==> config.mk <==
export PLATFORM = sky130hd
export DESIGN_NAME = c4e_i2c_master
export DESIGN_NICKNAME = d
export VERILOG_FILES = /design/src/rtl/c4e_i2c_master.sv
export SDC_FILE = /design/constraint.sdc
export NUM_CORES = 1
export LEC_CHECK = 0
export ABC_CLOCK_PERIOD_IN_PS = 4400
export BUFFER_PORTS_ARGS = -buffer_cell sky130_fd_sc_hd__buf_2
export CORE_MARGIN = 2
export CORE_UTILIZATION = 45
export CTS_CLUSTER_DIAMETER = 150
export CTS_CLUSTER_SIZE = 14
export DETAILED_ROUTE_END_ITERATION = 16
export PLACE_DENSITY_LB_ADDON = 0.25
export SYNTH_ARGS = -nofsm -noshare
export SYNTH_HDL_FRONTEND = slang
export SYNTH_SLANG_ARGS = --single-unit
==> constraint.sdc <==
create_clock -name clk -period 4.4 [get_ports clk]
set_clock_uncertainty 0.05 [all_clocks]
set_input_delay 0.22 -clock clk [delete_from_list [all_inputs] [get_ports clk]]
set_output_delay 0.22 -clock clk [all_outputs]
set_load 0.02 [all_outputs]
==> src/rtl/c4e_i2c_master.sv <==
// Avalon-MM I2C master: byte-oriented START / WR|RD / STOP sequencer with a
// quarter-bit tick, clock stretching and a registered completion interrupt.
module c4e_i2c_master #(
    parameter logic [15:0] DIV_DEFAULT = 16'd124
) (
    input  logic        clk,
    input  logic        reset,
    input  logic [1:0]  address,
    input  logic        chipselect,
    input  logic        write_n,
    input  logic [31:0] writedata,
    output logic [31:0] readdata,
    output logic        irq,
    output logic        scl_oe,
    output logic        sda_oe,
    input  logic        scl_in,
    input  logic        sda_in
);

    typedef enum logic [1:0] {
        PH_IDLE,
        PH_START,
        PH_BYTE,
        PH_STOP
    } phase_e;

    phase_e      phase_q, phase_d;
    logic [1:0]  quarter_q, quarter_d;
    logic [3:0]  bit_q, bit_d;
    logic [15:0] cnt_q, cnt_d;
    logic [15:0] div_q, div_d;
    logic [7:0]  txbyte_q, txbyte_d;
    logic [7:0]  rxbyte_q, rxbyte_d;
    logic        rx_nack_q, rx_nack_d;
    logic        done_q, done_d;
    logic        ien_q, ien_d;
    logic        do_byte_q, do_byte_d;
    logic        do_stop_q, do_stop_d;
    logic        is_rd_q, is_rd_d;
    logic        ackval_q, ackval_d;
    logic        scl_oe_q, scl_oe_d;
    logic        sda_oe_q, sda_oe_d;
    logic [31:0] readdata_q, readdata_d;
    logic        irq_q, irq_d;

    logic busy, wr_en, hold, tick, bit_val, scl_rel, sda_rel;
    logic unused_wdata;

    assign busy         = (phase_q != PH_IDLE);
    assign wr_en        = chipselect & ~write_n;
    assign unused_wdata = ^writedata[31:16];

    // NOTE: every _d gets its current value first so no path leaves it unassigned (no latches).
    always_comb begin
        phase_d    = phase_q;
        quarter_d  = quarter_q;
        bit_d      = bit_q;
        cnt_d      = cnt_q;
        div_d      = div_q;
        txbyte_d   = txbyte_q;
        rxbyte_d   = rxbyte_q;
        rx_nack_d  = rx_nack_q;
        done_d     = done_q;
        ien_d      = ien_q;
        do_byte_d  = do_byte_q;
        do_stop_d  = do_stop_q;
        is_rd_d    = is_rd_q;
        ackval_d   = ackval_q;
        scl_oe_d   = scl_oe_q;
        sda_oe_d   = sda_oe_q;
        readdata_d = 32'd0;
        bit_val    = 1'b1;
        scl_rel    = 1'b1;
        sda_rel    = 1'b1;

        // A slave holding scl low while we release it freezes the quarter timer.
        hold = busy && (quarter_q == 2'd1 || quarter_q == 2'd2) && !scl_oe_q && !scl_in;
        tick = busy && !hold && (cnt_q == div_q);

        if (busy && !hold) begin
            cnt_d = tick ? 16'd0 : cnt_q + 16'd1;
        end

        if (tick) begin
            if (phase_q == PH_BYTE && quarter_q == 2'd1) begin
                if (bit_q == 4'd8) begin
                    if (!is_rd_q) rx_nack_d = sda_in;
                end else if (is_rd_q) begin
                    rxbyte_d = {rxbyte_q[6:0], sda_in};
                end
            end
            if (quarter_q != 2'd3) begin
                quarter_d = quarter_q + 2'd1;
            end else begin
                quarter_d = 2'd0;
                if (phase_q == PH_BYTE && bit_q != 4'd8) begin
                    bit_d = bit_q + 4'd1;
                end else if (phase_q == PH_START && do_byte_q) begin
                    phase_d = PH_BYTE;
                    bit_d   = 4'd0;
                end else if (phase_q != PH_STOP && do_stop_q) begin
                    phase_d = PH_STOP;
                end else begin
                    phase_d = PH_IDLE;
                    done_d  = 1'b1;
                end
            end
        end

        if (!busy && wr_en) begin
            case (address)
                2'd0: txbyte_d = writedata[7:0];
                2'd1: begin
                    ien_d  = writedata[5];
                    done_d = 1'b0;
                    if (|writedata[3:0]) begin
                        do_byte_d = writedata[1] | writedata[2];
                        is_rd_d   = writedata[2] & ~writedata[1];
                        do_stop_d = writedata[3];
                        ackval_d  = writedata[4];
                        cnt_d     = 16'd0;
                        quarter_d = 2'd0;
                        bit_d     = 4'd0;
                        if (writedata[0])                     phase_d = PH_START;
                        else if (writedata[1] | writedata[2]) phase_d = PH_BYTE;
                        else                                  phase_d = PH_STOP;
                    end
                end
                2'd2: div_d = writedata[15:0];
                default: ;
            endcase
        end

        // Pin drive for the quarter that starts next, so outputs line up with state.
        if (bit_d == 4'd8) bit_val = is_rd_d ? ackval_d : 1'b1;
        else               bit_val = is_rd_d ? 1'b1 : txbyte_d[3'd7 - bit_d[2:0]];

        case (phase_d)
            PH_START: begin
                scl_rel = (quarter_d != 2'd3);
                sda_rel = (quarter_d < 2'd2);
            end
            PH_BYTE: begin
                scl_rel = (quarter_d == 2'd1) || (quarter_d == 2'd2);
                sda_rel = bit_val;
            end
            PH_STOP: begin
                scl_rel = (quarter_d != 2'd0);
                sda_rel = (quarter_d == 2'd3);
            end
            default: begin
                scl_rel = ~scl_oe_q;
                sda_rel = ~sda_oe_q;
            end
        endcase
        scl_oe_d = ~scl_rel;
        sda_oe_d = ~sda_rel;

        case (address)
            2'd0: readdata_d = {24'd0, rxbyte_q};
            2'd1: readdata_d = {26'd0, ien_q, 2'b00, done_q, rx_nack_q, busy};
            2'd2: readdata_d = {16'd0, div_q};
            default: readdata_d = 32'd0;
        endcase

        irq_d = done_d & ien_d;
    end

    // NOTE: state registers use non-blocking assignment so all flops update together.
    always_ff @(posedge clk) begin
        if (reset) begin
            phase_q    <= PH_IDLE;
            quarter_q  <= 2'd0;
            bit_q      <= 4'd0;
            cnt_q      <= 16'd0;
            div_q      <= DIV_DEFAULT;
            txbyte_q   <= 8'd0;
            rxbyte_q   <= 8'd0;
            rx_nack_q  <= 1'b0;
            done_q     <= 1'b0;
            ien_q      <= 1'b0;
            do_byte_q  <= 1'b0;
            do_stop_q  <= 1'b0;
            is_rd_q    <= 1'b0;
            ackval_q   <= 1'b0;
            scl_oe_q   <= 1'b0;
            sda_oe_q   <= 1'b0;
            readdata_q <= 32'd0;
            irq_q      <= 1'b0;
        end else begin
            phase_q    <= phase_d;
            quarter_q  <= quarter_d;
            bit_q      <= bit_d;
            cnt_q      <= cnt_d;
            div_q      <= div_d;
            txbyte_q   <= txbyte_d;
            rxbyte_q   <= rxbyte_d;
            rx_nack_q  <= rx_nack_d;
            done_q     <= done_d;
            ien_q      <= ien_d;
            do_byte_q  <= do_byte_d;
            do_stop_q  <= do_stop_d;
            is_rd_q    <= is_rd_d;
            ackval_q   <= ackval_d;
            scl_oe_q   <= scl_oe_d;
            sda_oe_q   <= sda_oe_d;
            readdata_q <= readdata_d;
            irq_q      <= irq_d;
        end
    end

    assign readdata = readdata_q;
    assign irq      = irq_q;
    assign scl_oe   = scl_oe_q;
    assign sda_oe   = sda_oe_q;

endmodule

==> Implementation_results.wiki <==
{| class="wikitable"
! Metric !! Value
|-
| Clock network fraction of total power || a little under two fifths
|-
| Biggest area consumer among synthesized cells || sky130_fd_sc_hd__dfxtp_1
|-
| Combinational share of power || between 7 and 8%
|-
| Highest net fanout along the worst path || 14
|-
| Maximum number of pins on one net before global-route repair || 31
|-
| Transition time at the pin with the least slew margin || about 0.73 ns
|-
| Clock transition time at the flip-flop clock pins of the worst setup and hold paths || 0.09 ns
|-
| Die W || 97.7 µm
|-
| Result of the run || complete, no violations
|-
| Number of endpoints failing setup at the final stage || 0
|-
| Type of destination of the critical path || register
|-
| Router iterations before antenna repair || 4
|-
| Number of hold violations in the final report || 0
|-
| Static Leak || around 1.8 nW
|-
| Routed len/inst || 15.4 µm
|-
| Hold_sp || writedata[9]
|-
| Count of nets after finishing || around 550
|-
| Post-Syn Instances || 473
|-
| TritonCTS clock tree || yes
|-
| Startpoint Class || register
|-
| Global-route wire length before repair || 15500 µm
|-
| Antenna violations before repair || 0
|-
| Relative slew margins || 50.7%
|-
| Number of buffers created by CTS || 9
|-
| Clock latency of the later-clocked register in the worst-skew pair || 0.37 ns
|-
| Master cell of the clock root buffer || sky130_fd_sc_hd__clkbuf_8
|-
| Maximum ir drop on the vdd rail || 0.158 mV
|-
| Slowest cell on the critical path || sky130_fd_sc_hd__or4_4
|-
| Die area || 9550 µm²
|-
| Number of remaining DRC errors || 0
|-
| Proportion of synthesized flip-flops having asynchronous set or reset || 0%
|-
| Antenna diodes || 0
|-
| Cell family with most CP delay || simple AND/OR/NAND/NOR gates
|-
| Final estimated routing congestion in global placement || slightly below 0.9
|-
| Detailed Route WL || 9540 µm
|-
| Final design utilization || roughly half
|-
| Area growth, synth to finish || 9.82%
|-
| Vias/cell || 5.42
|-
| Yosys top cell area share || 41.5%
|-
| Floorplan core area || 8640 µm²
|-
| Reg2reg start || cnt_q[1]
|-
| HPWL Detailed || ~7000 µm
|-
| Placement Rows || 34
|-
| Global-route total usage across every layer || 20.4%
|-
| Top_reg_cell synth || sky130_fd_sc_hd__dfxtp_1
|-
| Clock H-tree levels || 3
|-
| Hold bufs inserted after CTS || 0
|-
| Max Cap Violations || 0
|-
| Longest Clk Path Bufs || 2
|-
| Peak Freq || 0.267 GHz
|-
| Internal portion of total power || a little under 0.001 W
|-
| Synthesized flop and latch total || 82
|-
| Effective utilization at floorplan || 45.8%
|-
| Hold Crit Class || in2reg
|-
| Final worst-path cycle share || 85.1%
|-
| P per Cell Area || 316 nW/µm²
|-
| Total congestion overflow || 0
|-
| Library cells used by synthesis || 63
|-
| Setup repair after global routing missed its margin || false
|-
| Sequential fraction of the synthesis area || 41.5%
|-
| Mean cell area of the mapped netlist || roughly 8.4 µm²
|-
| Number of clock sinks seen by CTS || 82
|-
| Worst path cell trace || xor2_1, or4b_1, or4_4, or2_0, a31oi_1, inv_1, ha_1, nand4_1, nand4_1, a22o_1, o32ai_2
|-
| Setup CP Type || reg2reg
|-
| Number of cells on the worst reg-to-reg path || 11
|-
| Postcts setup bufs || 0
|-
| Number of buffers and inverters on the critical path || 1
|-
| Chip Height || 97.7 µm
|-
| EDFF count, synth || 0
|-
| # fillers || 861
|-
| Arr. time, crit path || 3.98 ns
|-
| Share of final-layout standard cells stronger than drive strength 1 || 13.5%
|-
| Worst reg-to-reg setup slack || 0.65 ns
|-
| Top cells by area, synth || sky130_fd_sc_hd__dfxtp_1, sky130_fd_sc_hd__nand2_1, sky130_fd_sc_hd__nor2_1
|-
| Final antenna-violating net count || 0
|-
| Time the final worst path needs with I/O delays and setup || 3.75 ns
|-
| Routed via count || 3356
|-
| Max Transition Viols Final || 0
|-
| Total Neg Setup Slack || 0 ns
|-
| Net switching power figure || 0.000378 W
|-
| Cell repeated most along the worst path || sky130_fd_sc_hd__nand4_1
|-
| Netlist area before placement || roughly 4000 µm²
|-
| WHS Endpoint || div_q[9]
|-
| Maximum single-stage delay on the critical path || 0.67 ns
|-
| Number of warnings reported in the yosys synthesis log || 0
|-
| Gates resized, CTS repair || 0
|-
| Number of port buffers || 42
|-
| Via count of the first global-routing pass || 3166
|-
| Hold Crit Depth || 3
|-
| Data required time of the worst path || approximately 4.6 ns
|-
| Violation count after the first detailed-routing iteration || 166
|-
| Sequential power share || 55.4%
|-
| Proportion of total power due to net switching || 27.5%
|-
| Top-level I/O count || 75
|}
-- kinds of logic after synthesis --
group | Yosys count | share of synthesized area (%)
and+or+nand+nor | 216 | 26.5
DFF | 82 | 41.5
AOI/OAI and AO/OA | 75 | 12.8
buffers and inverters | 46 | 6.08
xor gates and xnor gates | 28 | 6.21
muxes | 18 | 4.59
adders and majority gates | 7 | 2.22
other | 1 | 0.0949
-- worst min-delay path, delay by kind of cell --
| kind | cells | cell delay (ns) |
|---|---|---|
| AO/OA/AOI/OAI | 1 | 0.05 |
| AND/OR/NAND/NOR | 1 | 0.04 |
| buffers and inverters | 1 | 0.09 |
-- Yosys cell counts, types with 2 or more instances --
master / n
sky130_fd_sc_hd__clkbuf_1: 18
sky130_fd_sc_hd__nand4_1: 14
sky130_fd_sc_hd__inv_1: 8
sky130_fd_sc_hd__a21oi_1: 32
sky130_fd_sc_hd__nor2b_1: 4
sky130_fd_sc_hd__and2_1: 5
sky130_fd_sc_hd__dfxtp_1: 82
sky130_fd_sc_hd__a31oi_1: 2
sky130_fd_sc_hd__nand2_1: 72
sky130_fd_sc_hd__or3_1: 5
sky130_fd_sc_hd__nor4_2: 2
sky130_fd_sc_hd__or4_1: 5
sky130_fd_sc_hd__nor3_1: 17
sky130_fd_sc_hd__a221oi_1: 2
sky130_fd_sc_hd__nand3_1: 12
sky130_fd_sc_hd__buf_4: 16
sky130_fd_sc_hd__mux2i_1: 17
sky130_fd_sc_hd__xnor2_1: 9
sky130_fd_sc_hd__nor2_1: 52
sky130_fd_sc_hd__a21boi_0: 4
sky130_fd_sc_hd__nand2b_1: 4
sky130_fd_sc_hd__and3_1: 12
sky130_fd_sc_hd__buf_1: 2
sky130_fd_sc_hd__or4b_1: 2
sky130_fd_sc_hd__o21ai_0: 7
sky130_fd_sc_hd__nand3b_1: 2
sky130_fd_sc_hd__ha_1: 7
sky130_fd_sc_hd__a211oi_1: 4
sky130_fd_sc_hd__xor2_1: 19
sky130_fd_sc_hd__o21ai_1: 2
sky130_fd_sc_hd__o32a_1: 2
-- worst max path at each step --
stage | from | end | slack (ns) | depth (start not counted)
floorplan | cnt_q[1] | register | 1.09 | 13
global placement | cnt_q[1] | register | 0.74 | 12
detailed placement | cnt_q[1] | register | 0.69 | 11
CTS | cnt_q[1] | register | 0.67 | 11
global route | cnt_q[1] | register | 0.49 | 12
finish | cnt_q[1] | register | 0.65 | 11
-- final cells by class --
cell class / count / area [µm²] / share of cell area [%]
inverters: 9 / 33.8 / 0.779
well taps: 108 / 135 / 3.11
repair buffers: 44 / 225 / 5.19
flip-flops and latches: 82 / 1640 / 37.8
clock buffers: 10 / 128 / 2.94
clock inverters: 6 / 50.0 / 1.15
multi-input cells: 360 / 2130 / 49.0
-- power groups by stage --
stage,clock network (W),registers [W],logic (W)
after global placement,0,0.000778,0.000103
after detailed placement,0,0.000779,0.000103
after floorplan,0,0.000779,0.0000779
final,0.000507,0.000761,0.000105
after global routing,0.000549,0.000762,0.000115
after CTS,0.000519,0.000761,0.000104
-- cells in the final DEF (no fill, tap or decap), types with 4 or more instances in the layout --
cell type and count:
sky130_fd_sc_hd__dfxtp_1 82, sky130_fd_sc_hd__nand2_1 72, sky130_fd_sc_hd__nor2_1 52, sky130_fd_sc_hd__buf_2 42, sky130_fd_sc_hd__a21oi_1 32, sky130_fd_sc_hd__xor2_1 19, sky130_fd_sc_hd__nor3_1 17, sky130_fd_sc_hd__mux2i_1 17
sky130_fd_sc_hd__conb_1 16, sky130_fd_sc_hd__nand4_1 14, sky130_fd_sc_hd__and3_1 12, sky130_fd_sc_hd__nand3_1 12, sky130_fd_sc_hd__xnor2_1 9, sky130_fd_sc_hd__clkbuf_8 9, sky130_fd_sc_hd__inv_1 8, sky130_fd_sc_hd__o21ai_0 7
sky130_fd_sc_hd__ha_1 7, sky130_fd_sc_hd__or4_1 5, sky130_fd_sc_hd__and2_1 5, sky130_fd_sc_hd__or3_1 5, sky130_fd_sc_hd__nand2b_1 4, sky130_fd_sc_hd__nor2b_1 4, sky130_fd_sc_hd__a21boi_0 4, sky130_fd_sc_hd__a211oi_1 4
sky130_fd_sc_hd__clkinvlp_4 4
-- through the flow --
stage | worst slack, ns | hold WS, ns | cells | total power, W | instance area, µm²
detailed placement | 0.692 | 0.399 | 603 | 0.000882 | 4160
global route | 0.494 | 0.0314 | 619 | 0.00143 | 4340
CTS | 0.668 | 0.0180 | 619 | 0.00138 | 4340
floorplan | 1.09 | 0.294 | 488 | 0.000857 | 4010
global placement | 0.738 | 0.393 | 603 | 0.000881 | 4160
finish | 0.654 | 0.0305 | 619 | 0.00137 | 4340
-- routing by layer --
layer | global-route usage, % | wire [µm] | vias up
met1 | 25.8 | 4340 | 1567
li1 | - | - | 1694
met5 | 0 | 0 | -
met2 | 33.8 | 4540 | 82
met3 | 4.82 | 463 | 13
met4 | 7.48 | 202 | 0
-- sequential cells by signal, indices dropped and copies added (netlist names), named ones only --
register   flops
ien_q          1
rxbyte_q       8
phase_q        2
is_rd_q        1
quarter_q      2
do_byte_q      1
irq            1
do_stop_q      1
ackval_q       1
cnt_q         16
readdata      16
div_q         16
txbyte_q       8
rx_nack_q      1
done_q         1
bit_q          4
No activity file was read; power rests on OpenSTA's default activity.
